--- config.mk ---
export PLATFORM = sky130hd
export DESIGN_NAME = controle_esteira
export DESIGN_NICKNAME = d
export VERILOG_FILES = /design/src/rtl/esteira_pkg.sv /design/src/rtl/divisor_tick.sv /design/src/rtl/controle_esteira.sv
export SDC_FILE = /design/constraint.sdc
export NUM_CORES = 1
export LEC_CHECK = 0
export CAP_MARGIN = 20
export CORE_MARGIN = 3
export CORE_UTILIZATION = 60
export DETAILED_ROUTE_END_ITERATION = 10
export PLACE_DENSITY = 0.91
export SLEW_MARGIN = 10
export SYNTH_ARGS = -nofsm -noshare
export SYNTH_HDL_FRONTEND = slang
export SYNTH_HIERARCHICAL = 1
export SYNTH_SLANG_ARGS = --single-unit
--- constraint.sdc ---
create_clock -name MAX10_CLK1_50 -period 5.1 [get_ports MAX10_CLK1_50]
set_input_delay 0.765 -clock MAX10_CLK1_50 [delete_from_list [all_inputs] [get_ports MAX10_CLK1_50]]
set_output_delay 0.765 -clock MAX10_CLK1_50 [all_outputs]
set_load 0.05 [all_outputs]
--- src/rtl/esteira_pkg.sv ---
// Shared encodings for the bottling-line conveyor controller: state codes,
// station phase and the phase-timer width.
package esteira_pkg;

  typedef enum logic [2:0] {
    PARADO                = 3'b000,
    AGUARDANDO_ENCHIMENTO = 3'b001,
    AGUARDANDO_VEDACAO    = 3'b010,
    FALTA_ROLHA           = 3'b011,
    AGUARDANDO_CQ         = 3'b100,
    AGUARDANDO_LACRE      = 3'b101
  } estado_t;

  typedef enum logic {
    TRANSP = 1'b0,
    PARK   = 1'b1
  } fase_t;

  localparam int TIMER_W = 16;
  typedef logic [TIMER_W-1:0] timer_t;

endpackage

--- src/rtl/divisor_tick.sv ---
// Free-running prescaler: one-cycle tick every TICK_CLKS clocks, counting from reset.
module divisor_tick #(
  parameter int TICK_CLKS = 50_000
) (
  input  logic clk_i,
  input  logic rst_i,
  output logic tick
);

  localparam int CW = (TICK_CLKS > 1) ? $clog2(TICK_CLKS) : 1;
  localparam logic [CW-1:0] ULTIMO = CW'(TICK_CLKS - 1);

  logic [CW-1:0] cnt_q, cnt_d;

  always_comb begin
    cnt_d = cnt_q + 1'b1;
    if (cnt_q == ULTIMO) cnt_d = '0;
  end

  always_ff @(posedge clk_i or posedge rst_i) begin
    if (rst_i) cnt_q <= '0;
    else       cnt_q <= cnt_d;
  end

  assign tick = (cnt_q == ULTIMO);

endmodule

--- src/rtl/controle_esteira.sv ---
// Conveyor sequencer: fill -> cork -> quality control -> seal, one bottle at a time,
// with cork stock tracking and a sealed-bottle counter. All outputs are registered.
module controle_esteira
  import esteira_pkg::*;
#(
  parameter int TICK_CLKS  = 50_000,
  parameter int T_TRANSP   = 1000,
  parameter int T_VEDACAO  = 500,
  parameter int T_LACRE    = 500,
  parameter int ROLHAS_MAX = 15
) (
  input  logic       MAX10_CLK1_50,
  input  logic       reset,
  input  logic       liga,
  input  logic       sensor_nivel,
  input  logic       cq_valido,
  input  logic       cq_aprovado,
  input  logic       repor_rolhas,
  output logic [2:0] estado_atual,
  output logic       motor,
  output logic       Motor_Parado_Pos_Enchimento,
  output logic       Motor_Parado_Pos_CQ,
  output logic       Motor_Parado_Pos_Lacre,
  output logic       val_enchimento,
  output logic [3:0] rolhas,
  output logic [7:0] garrafas_lacradas,
  output logic       descarte
);

  estado_t    est_q, est_d;
  fase_t      fase_q, fase_d;
  timer_t     tmr_q, tmr_d;
  logic [3:0] rol_q, rol_d;
  logic [7:0] gar_q, gar_d;
  logic       tick;
  logic       fim_transp, fim_ved, fim_lacre;
  logic       desc_d, motor_d, p_ench_d, p_cq_d, p_lacre_d;
  logic       motor_q, p_ench_q, p_cq_q, p_lacre_q, val_q, desc_q;

  divisor_tick #(.TICK_CLKS(TICK_CLKS)) u_tick (
    .clk_i (MAX10_CLK1_50),
    .rst_i (reset),
    .tick  (tick)
  );

  // A phase ends on the tick that would bring the timer to its target.
  assign fim_transp = tick && (tmr_q == timer_t'(T_TRANSP - 1));
  assign fim_ved    = tick && (tmr_q == timer_t'(T_VEDACAO - 1));
  assign fim_lacre  = tick && (tmr_q == timer_t'(T_LACRE - 1));

  always_comb begin
    est_d  = est_q;
    fase_d = fase_q;
    rol_d  = rol_q;
    gar_d  = gar_q;
    desc_d = 1'b0;
    case (est_q)
      PARADO:
        if (liga) begin
          est_d  = AGUARDANDO_ENCHIMENTO;
          fase_d = TRANSP;
        end
      AGUARDANDO_ENCHIMENTO:
        if (fase_q == TRANSP) begin
          if (fim_transp) fase_d = PARK;
        end else if (sensor_nivel) begin
          est_d  = (rol_q != 4'd0) ? AGUARDANDO_VEDACAO : FALTA_ROLHA;
          fase_d = TRANSP;
        end
      AGUARDANDO_VEDACAO:
        if (fim_ved) begin
          rol_d  = rol_q - 4'd1;
          est_d  = AGUARDANDO_CQ;
          fase_d = TRANSP;
        end
      FALTA_ROLHA:
        if (repor_rolhas) est_d = AGUARDANDO_VEDACAO;
      AGUARDANDO_CQ:
        if (fase_q == TRANSP) begin
          if (fim_transp) fase_d = PARK;
        end else if (cq_valido) begin
          fase_d = TRANSP;
          if (cq_aprovado) begin
            est_d = AGUARDANDO_LACRE;
          end else begin
            desc_d = 1'b1;
            if (liga) est_d = AGUARDANDO_ENCHIMENTO;
            else      est_d = PARADO;
          end
        end
      AGUARDANDO_LACRE:
        if (fase_q == TRANSP) begin
          if (fim_transp) fase_d = PARK;
        end else if (fim_lacre) begin
          gar_d  = gar_q + 8'd1;
          fase_d = TRANSP;
          if (liga) est_d = AGUARDANDO_ENCHIMENTO;
          else      est_d = PARADO;
        end
      default: begin
        est_d  = PARADO;
        fase_d = TRANSP;
      end
    endcase

    // A refill overrides any decrement happening on the same edge.
    if (repor_rolhas) rol_d = 4'(ROLHAS_MAX);

    if ((est_d != est_q) || (fase_d != fase_q)) tmr_d = '0;
    else                                        tmr_d = tmr_q + timer_t'(tick);

    // Outputs are decoded from the next state so they move with the state register.
    motor_d   = (fase_d == TRANSP) && ((est_d == AGUARDANDO_ENCHIMENTO) ||
                                       (est_d == AGUARDANDO_CQ) ||
                                       (est_d == AGUARDANDO_LACRE));
    p_ench_d  = (fase_d == PARK) && (est_d == AGUARDANDO_ENCHIMENTO);
    p_cq_d    = (fase_d == PARK) && (est_d == AGUARDANDO_CQ);
    p_lacre_d = (fase_d == PARK) && (est_d == AGUARDANDO_LACRE);
  end

  always_ff @(posedge MAX10_CLK1_50 or posedge reset) begin
    if (reset) begin
      est_q     <= PARADO;
      fase_q    <= TRANSP;
      tmr_q     <= '0;
      rol_q     <= 4'(ROLHAS_MAX);
      gar_q     <= '0;
      motor_q   <= 1'b0;
      p_ench_q  <= 1'b0;
      p_cq_q    <= 1'b0;
      p_lacre_q <= 1'b0;
      val_q     <= 1'b0;
      desc_q    <= 1'b0;
    end else begin
      est_q     <= est_d;
      fase_q    <= fase_d;
      tmr_q     <= tmr_d;
      rol_q     <= rol_d;
      gar_q     <= gar_d;
      motor_q   <= motor_d;
      p_ench_q  <= p_ench_d;
      p_cq_q    <= p_cq_d;
      p_lacre_q <= p_lacre_d;
      val_q     <= p_ench_d;
      desc_q    <= desc_d;
    end
  end

  assign estado_atual                = est_q;
  assign motor                       = motor_q;
  assign Motor_Parado_Pos_Enchimento = p_ench_q;
  assign Motor_Parado_Pos_CQ         = p_cq_q;
  assign Motor_Parado_Pos_Lacre      = p_lacre_q;
  assign val_enchimento              = val_q;
  assign rolhas                      = rol_q;
  assign garrafas_lacradas           = gar_q;
  assign descarte                    = desc_q;

endmodule

==> out/qor.txt, run 1 <==
Critical R2R Launch = u_tick/cnt_q[4]
Top Family by Delay on Critical Path = simple AND/OR/NAND/NOR gates
Share of Yosys cell area claimed by the top area cell type = 43.2%
Wire length per cell = 14.5 um
Endpoints failing setup = 0
Hold Path Depth = 1
Post-cts resize count = 0
Worst hold path type = flip-flop to flip-flop
Critical path's largest stage delay = 0.56 ns
Clock-pin slew on the worst setup and hold paths = 0.09 ns
Number of flops mapped to enable cells by yosys = 0
Die W = 74.7 um
Placed insts = 349
Dpl cell area = 3130 sq um
Kind of critical path = flip-flop to flip-flop
Critical Path Fanout Max = 11
Setup TNS = 0 ns
Critical path origin = u_tick/cnt_q[4]
Hold buffer count at CTS = 0
Worst hold endpoint = garrafas_lacradas[7]
Worst setup margin = 1.43 ns
Cell Int Power = 0.543 mW
Combinational share of power = 4.9%
F_max = 272 MHz
Area of the mapped netlist = 2840 sq um
# nets final = 317
Worst EP required = 5.28 ns
Number of global-route vias before repair = 2100
Highest-delay cell along the critical path = nor4_4
Clk root buf = clkbuf_8
Final cell count without fillers = 357
Startpoint Class = flip-flop
Syn nets = 290
First-pass GRT wire length = 9070 um
Post-synthesis cell type count = 58
Top post-synthesis cells by count = dfrtp_1, nor2_1, nand2_1
NetSw = 0.155 mW
R2R cell count = 8
Vias per cell = 5.87
Die height = 74.7 um
Final WL = 5190 um
Warnings from Yosys = 6
Final worst path period need = 3.67 ns
Reg2reg setup slack = 1.43 ns
CTS Sinks = 53
Die area = 5590 sq um
Status = completed
Total CTS buffers = 5
Synthesized area per cell = 10.2 sq um
Post-synthesis async set-or-reset flop share = 100%
Crit path cell chain = or4b_4, nor4_4, nor4b_1, nand3_1, o311a_4, o22ai_4, a31o_1, nor2_2
DRC viols = 0
Worst Skew = 0.0113 ns
Dpl hpwl = 3900 um
Share of post-route cells with drive strength above 1 = 11.8%
H-tree depth = 2
Buf/Inv on CP = 0
Number of max-cap violations = 0
Critical path arrival = 3.85 ns
Worst R2R End = tmr_q[8]
Gate count after technology mapping = 277
Final instance area = 3230 sq um
Area added between synthesis and finish = 13.8%
Slew Limit Headroom = 51.2%
IO Count = 28
Drt pass-1 iters = 4
Overall Global Routing Usage = 21.2%
Power share of the clock group = 34.0%
Largest cells by area after synthesis = dfrtp_1, xor2_1, xnor2_1
Routed Antenna Nets = 0
Vias = 2095
Crit path capture type = flip-flop
Drt first-iter violations = 102
Later-pin clock latency in the skew report = 0.30 ns
Hold_sp = garrafas_lacradas[7]
Worst-Margin Slew = 0.733 ns
Core Region = 4440 sq um
Gp weighted congestion = 0.870
Sw frac = 22.2%
Final Slew Violations = 0
Pre-CTS setup slack = 1.43 ns
Total grt overflow = 0
Tcrit/Tclk final = 72.0%
CTS max path bufs = 2
Ys flop type = dfrtp_1
Most common cell in the netlist = dfrtp_1
Max VDD drop = 207 uV
CTS tree = built
Filler Cell Count = 324
Antenna Cells = 0
RSZ-0062 raised after global routing = no
Starting density of the core = 63.8%
Endpoints failing hold = 0
Synth Register Bits = 53
Pin count of the biggest net entering global routing = 38
Initial antenna violation count = 0
Row Count = 24
PortBufs = 27
Largest area contributor in the netlist = dfrtp_1
Leakage power = 1.44 nW
PwrDens = 216 nW/um^2
Post-synthesis sequential area ratio = 47.0%
Post-CTS Setup Bufs = 0
Reg power frac = 61.1%
==> power by group through the flow <==
stage / Combinational, mW / Sequential (mW) / Clock (mW)
after CTS: 0.0350 / 0.426 / 0.246
final: 0.0342 / 0.426 / 0.238
after global placement: 0.0344 / 0.434 / 0
after floorplan: 0.0204 / 0.436 / 0
after detailed placement: 0.0348 / 0.434 / 0
after global routing: 0.0380 / 0.427 / 0.264
==> registers in the layout, summed over array words and instances (netlist names) <==
| signal | count |
|---|---|
| fase_q | 1 |
| u_tick/cnt_q | 16 |
| val_enchimento | 1 |
| Motor_Parado_Pos_Lacre | 1 |
| estado_atual | 3 |
| garrafas_lacradas | 8 |
| descarte | 1 |
| tmr_q | 16 |
| motor | 1 |
| rolhas | 4 |
| Motor_Parado_Pos_CQ | 1 |
==> metrics by stage <==
step | total power [mW] | utilization, % | hold WS, ns
after floorplan | 0.456 | - | 0.467
after global placement | 0.469 | 70.4 | 0.455
after detailed placement | 0.469 | 70.4 | 0.457
after CTS | 0.707 | 72.6 | 0.474
after global routing | 0.729 | 72.6 | 0.492
final | 0.698 | 72.6 | 0.467
==> cells by family after synthesis <==
logic type      share of synthesized area [%]
xor+xnor                                 10.5
simple gates                             27.5
fa+ha+maj                                2.65
mux                                     0.750
flops                                    47.0
buf+inv                                  3.04
compound gates                           8.65
==> routing by layer <==
metal	wire length, um	track usage, %
met4	87	8.70
met2	2630	36.2
met1	2320	26.2
met5	0	0
met3	152	4.67
==> worst reg2reg max path, stage by stage (launching register included) <==
cell and delay, ns:
dfrtp_1 0.44, or4b_4 0.55, nor4_4 0.56, nor4b_1 0.31
nand3_1 0.39, o311a_4 0.49, o22ai_4 0.26, a31o_1 0.48
nor2_2 0.08
==> cell type report <==
class	count	area, sq um	area share, %
Sequential cell	53	1330	41.3
Tap cell	52	65.1	2.02
Inverter	10	37.5	1.16
Clock buffer	6	82.6	2.56
Timing Repair Buffer	28	278	8.61
Multi-Input combinational cell	206	1420	43.9
Clock inverter	2	13.8	0.427
==> worst max path at each step <==
stage | to | slack [ns] | depth (start not counted)
final | tmr_q[8] | 1.43 | 8
after CTS | tmr_q[8] | 1.43 | 8
after floorplan | tmr_q[2] | 1.99 | 9
after detailed placement | tmr_q[7] | 1.43 | 8
after global placement | tmr_q[8] | 1.55 | 8
after global routing | tmr_q[5] | 1.22 | 8
==> cell usage in the layout (no fill, tap or decap), types with 3 or more instances in the layout <==
cell	instances
dfrtp_1	49
nor2_1	33
clkdlybuf4s50_1	27
nand2_1	20
xor2_1	18
xnor2_1	16
nand3_1	15
inv_1	10
nand4_1	10
nor2_2	9
nor3_1	6
ha_1	6
clkbuf_8	6
a21oi_1	5
o21ai_0	5
nand2b_1	4
dfstp_2	4
nor2b_1	3
and4_1	3
and3_1	3
or2_2	3
nor4_1	3
No activity file was read; power rests on OpenSTA's default activity.
==> run 2, diff against run 1 <==
CORE_UTILIZATION = 51   (was 60)
PLACE_DENSITY = 0.83   (was 0.91)
clock period = 3 ns   (was 5.1 ns; I/O delays follow)
==> out/qor.txt, run 2 (synthesis gave the netlist of run 1 again) <==
Status = completed
Final instance area = 3370 sq um
Max VDD drop = 186 uV
Worst EP required = 3.19 ns
Critical path arrival = 3.05 ns
Leakage power = 1.50 nW
Final core utilization = 64.4%
Core Region = 5240 sq um
CTS max path bufs = 2
Vias = 2168
Endpoints failing hold = 0
Final WL = 5790 um
Worst hold endpoint = garrafas_lacradas[7]
Clk root buf = clkbuf_8
PortBufs = 27
Share of post-route cells with drive strength above 1 = 16.1%
First-pass GRT wire length = 9660 um
Clock-pin slew on the worst setup and hold paths = 0.09 ns
Number of max-cap violations = 0
Final worst path period need = 2.85 ns
Overall Global Routing Usage = 19.3%
Kind of critical path = flip-flop to flip-flop
Worst Skew = 0.00692 ns
CTS tree = built
Placed insts = 377
CTS Sinks = 53
DRC viols = 0
Die area = 6490 sq um
Critical R2R Launch = u_tick/cnt_q[4]
Number of global-route vias before repair = 2016
Dpl cell area = 3250 sq um
F_max = 351 MHz
Area added between synthesis and finish = 19.0%
H-tree depth = 2
Final cell count without fillers = 387
Tcrit/Tclk final = 95.1%
R2R cell count = 9
Hold Path Depth = 1
Worst R2R End = tmr_q[5]
Reg2reg setup slack = 0.15 ns
Slew Limit Headroom = 60.4%
Gp weighted congestion = 0.937
Crit path capture type = flip-flop
PwrDens = 354 nW/um^2
Dpl hpwl = 3980 um
Hold_sp = garrafas_lacradas[7]
IO Count = 28
Vias per cell = 5.60
Most common cell after layout, fill and taps aside = dfrtp_1
Total CTS buffers = 5
# nets final = 330
Die height = 80.6 um
Die W = 80.6 um
Drt first-iter violations = 108
Total grt overflow = 0
Antenna Cells = 0
Startpoint Class = flip-flop
Starting density of the core = 54.1%
Drt pass-1 iters = 4
Later-pin clock latency in the skew report = 0.30 ns
Commonest cells after routing, fill and taps aside = dfrtp_1, nor2_1, clkdlybuf4s50_1, nand2_1, xor2_1
Endpoints failing setup = 0
Pin count of the biggest net entering global routing = 38
Wire length per cell = 15.0 um
Row Count = 26
Filler Cell Count = 418
Final Slew Violations = 0
Initial antenna violation count = 0
WHS = 0.483 ns
Routed Antenna Nets = 0
Worst hold path type = flip-flop to flip-flop
Critical Path Fanout Max = 9
Worst-Margin Slew = 0.594 ns
==> run 2: cell types whose count changed in the layout (fill, tap and decap cells not counted), sizes merged <==
cell and delta:
clkbuf +1, buf +13, clkinv -2
==> run 2: worst max-delay path, stage by stage, from the launching register on <==
cell     delay (ns)
dfrtp_1        0.45
or4b_4         0.56
nor4_4         0.36
nor4b_4        0.27
nand3_2        0.15
o311a_4        0.39
o22ai_4        0.18
a31o_1         0.13
buf_4          0.20
nor2_2         0.06
==> run 2: power breakdown <==
part | switching, mW | total (mW) | internal [mW]
Clock | 0.219 | 0.403 | 0.184
Sequential | 0.00141 | 0.718 | 0.716
Combinational | 0.0494 | 0.0729 | 0.0235
Total | 0.270 | 1.19 | 0.923
==> run 2: repair_timing <==
item | CTS | global route
resized for setup | 0 | 4
setup endpoints to repair | 0 | 21
hold buffers | 0 | 0
buffers inserted | 0 | 3
==> run 2: worst max path at each step <==
stage / to / cells after the start / from
after global placement: Motor_Parado_Pos_CQ / 7 / u_tick/cnt_q[13]
after CTS: Motor_Parado_Pos_CQ / 7 / u_tick/cnt_q[13]
after global routing: tmr_q[14] / 10 / u_tick/cnt_q[4]
after detailed placement: Motor_Parado_Pos_CQ / 7 / u_tick/cnt_q[13]
after floorplan: tmr_q[8] / 9 / u_tick/cnt_q[8]
final: tmr_q[5] / 9 / u_tick/cnt_q[4]
==> run 2: layout make-up <==
type                            count  area, sq um  area share, %
Sequential cell                    53         1330           39.5
Multi-Input combinational cell    206         1460           43.1
Clock buffer                        7         86.3           2.56
Inverter                           10         37.5           1.11
Timing Repair Buffer               41          375           11.1
Tap cell                           70         87.6           2.60
==> run 2: metrics by stage <==
step	setup slack, ns	power [mW]	setup TNS (ns)
3_3_place_gp	0.147	0.802	0
4_1_cts	0.0224	1.20	0
3_5_place_dp	0.0462	0.804	0
6_report	0.148	1.19	0
2_1_floorplan	0.00646	0.775	0
5_1_grt	-0.0230	1.24	-0.0476
==> run 2: per-layer routing <==
layer	vias up	GRT usage, %	wire length, um
li1	1051	-	-
met1	1034	28.2	2790
met2	70	29.1	2600
met3	13	3.81	289
met4	0	5.41	99
met5	-	0	0
==> run 3, diff against run 2 <==
CORE_UTILIZATION = 40   (was 51)
PLACE_DENSITY = 0.7   (was 0.83)
==> out/qor.txt, run 3 (synthesis gave the netlist of run 1 again) <==
Initial antenna violation count = 0
Final Slew Violations = 0
Pin count of the biggest net entering global routing = 38
Final cell count without fillers = 411
Slew Limit Headroom = 59.8%
Drt pass-1 iters = 4
Hold buffer count at CTS = 0
Tcrit/Tclk final = 95.3%
Die height = 90.2 um
Starting density of the core = 41.5%
Sw frac = 24.8%
First-pass GRT wire length = 9630 um
Total grt overflow = 0
DRC viols = 0
Worst hold path type = flip-flop to flip-flop
Share of post-route cells with drive strength above 1 = 16.8%
H-tree depth = 2
Filler Cell Count = 638
Core Region = 6830 sq um
Gp weighted congestion = 0.854
CTS max path bufs = 2
Final core utilization = 50.1%
Startpoint Class = flip-flop
NetSw = 0.300 mW
Vias = 2112
Overall Global Routing Usage = 14.2%
Clock-pin slew on the worst setup and hold paths = 0.10 ns
Leakage power = 1.48 nW
Placed insts = 402
Area added between synthesis and finish = 20.6%
Later-pin clock latency in the skew report = 0.32 ns
Endpoints failing hold = 0
PortBufs = 27
Vias per cell = 5.14
PwrDens = 354 nW/um^2
Total CTS buffers = 5
CTS Sinks = 53
F_max = 350 MHz
Commonest cells after routing, fill and taps aside = dfrtp_1, nor2_1, clkdlybuf4s50_1, nand2_1, xor2_1
Wire length per cell = 13.2 um
CTS tree = built
Die W = 90.2 um
Kind of critical path = flip-flop to flip-flop
Row Count = 30
Power share of the clock group = 34.6%
Critical Path Fanout Max = 9
Dpl hpwl = 3840 um
Endpoints failing setup = 0
Dpl cell area = 3280 sq um
Number of max-cap violations = 0
Worst-Margin Slew = 0.603 ns
# nets final = 327
Drt first-iter violations = 88
Worst EP required = 3.20 ns
Cell Int Power = 0.910 mW
Routed Antenna Nets = 0
Final worst path period need = 2.86 ns
Final WL = 5410 um
Worst Skew = 0.0129 ns
Number of global-route vias before repair = 2152
Reg power frac = 59.3%
Combinational share of power = 6.1%
Status = completed
Antenna Cells = 0
Clk root buf = clkbuf_8
Final instance area = 3420 sq um
Critical path arrival = 3.06 ns
Most common cell after layout, fill and taps aside = dfrtp_1
Max VDD drop = 192 uV
IO Count = 28
Crit path capture type = flip-flop
Die area = 8130 sq um
[run 3: cell count changes in the layout (fill, tap and decap cells not counted), sizes merged]
cell | before | now
inv | 10 | 11
clkinv | 0 | 1
buf | 14 | 11
clkbuf | 7 | 5
clkinvlp | 0 | 1
[run 3: power by group through the flow]
stage	logic, mW	registers (mW)	clock network [mW]
after floorplan	0.0346	0.740	0
after global placement	0.0730	0.731	0
after detailed placement	0.0740	0.731	0
after CTS	0.0745	0.718	0.436
after global routing	0.0808	0.718	0.469
final	0.0734	0.717	0.419
[run 3: final timing paths]
check | start | endpoint | slack, ns | depth (start not counted)
setup / recovery | u_tick/cnt_q[4] | tmr_q[8] | 0.14 | 9
hold / removal | garrafas_lacradas[7] | garrafas_lacradas[7] | 0.47 | 1
setup reg to reg | u_tick/cnt_q[4] | tmr_q[8] | 0.14 | 9
hold reg to reg | garrafas_lacradas[7] | garrafas_lacradas[7] | 0.47 | 1
max in group asynchronous | reset | u_tick/cnt_q[4] | 2.06 | 2
min in group asynchronous | reset | u_tick/cnt_q[5] | 0.52 | 2
[run 3: repair_timing]
action / 4_1_cts / 5_1_grt
endpoints found under the hold margin: 0 / 0
setup buffers: 0 / 1
setup endpoints to repair: 0 / 6
resized for setup: 0 / 9
[run 3: final cells by class]
class / instances / area [sq um] / area share [%]
clock buffers: 5 / 68.8 / 2.01
clock inverters: 3 / 25.0 / 0.732
inverters: 10 / 37.5 / 1.10
multi-input cells: 206 / 1470 / 43.0
flip-flops and latches: 53 / 1330 / 39.0
well taps: 96 / 120 / 3.51
repair buffers: 38 / 365 / 10.7
[run 3: per-stage QoR]
step,hold slack (ns),setup TNS [ns],power [mW],worst slack (ns)
detailed placement,0.462,0,0.805,0.0931
floorplan,0.364,0,0.775,0.00646
CTS,0.480,0,1.23,0.0564
global placement,0.458,0,0.804,0.163
finish,0.471,0,1.21,0.142
global route,0.497,-0.00346,1.27,-0.00346
[run 3: worst max-delay path, cell delays in order, from the launching register on]
cell	delay (ns)
dfrtp_2	0.46
or4b_4	0.54
nor4_4	0.35
nor4b_4	0.30
nand3_4	0.15
o311a_4	0.40
o22ai_4	0.17
a31o_1	0.17
buf_12	0.15
nor2_2	0.04
[run 3: layer usage]
metal	track usage [%]	vias to the layer above	routed length, um	part of all wire (%)
li1	-	1056	-	-
met3	2.59	14	152	2.8
met4	6.25	0	114	2.1
met1	18.0	1005	2520	47
met2	23.8	37	2620	48
met5	0	-	0	0
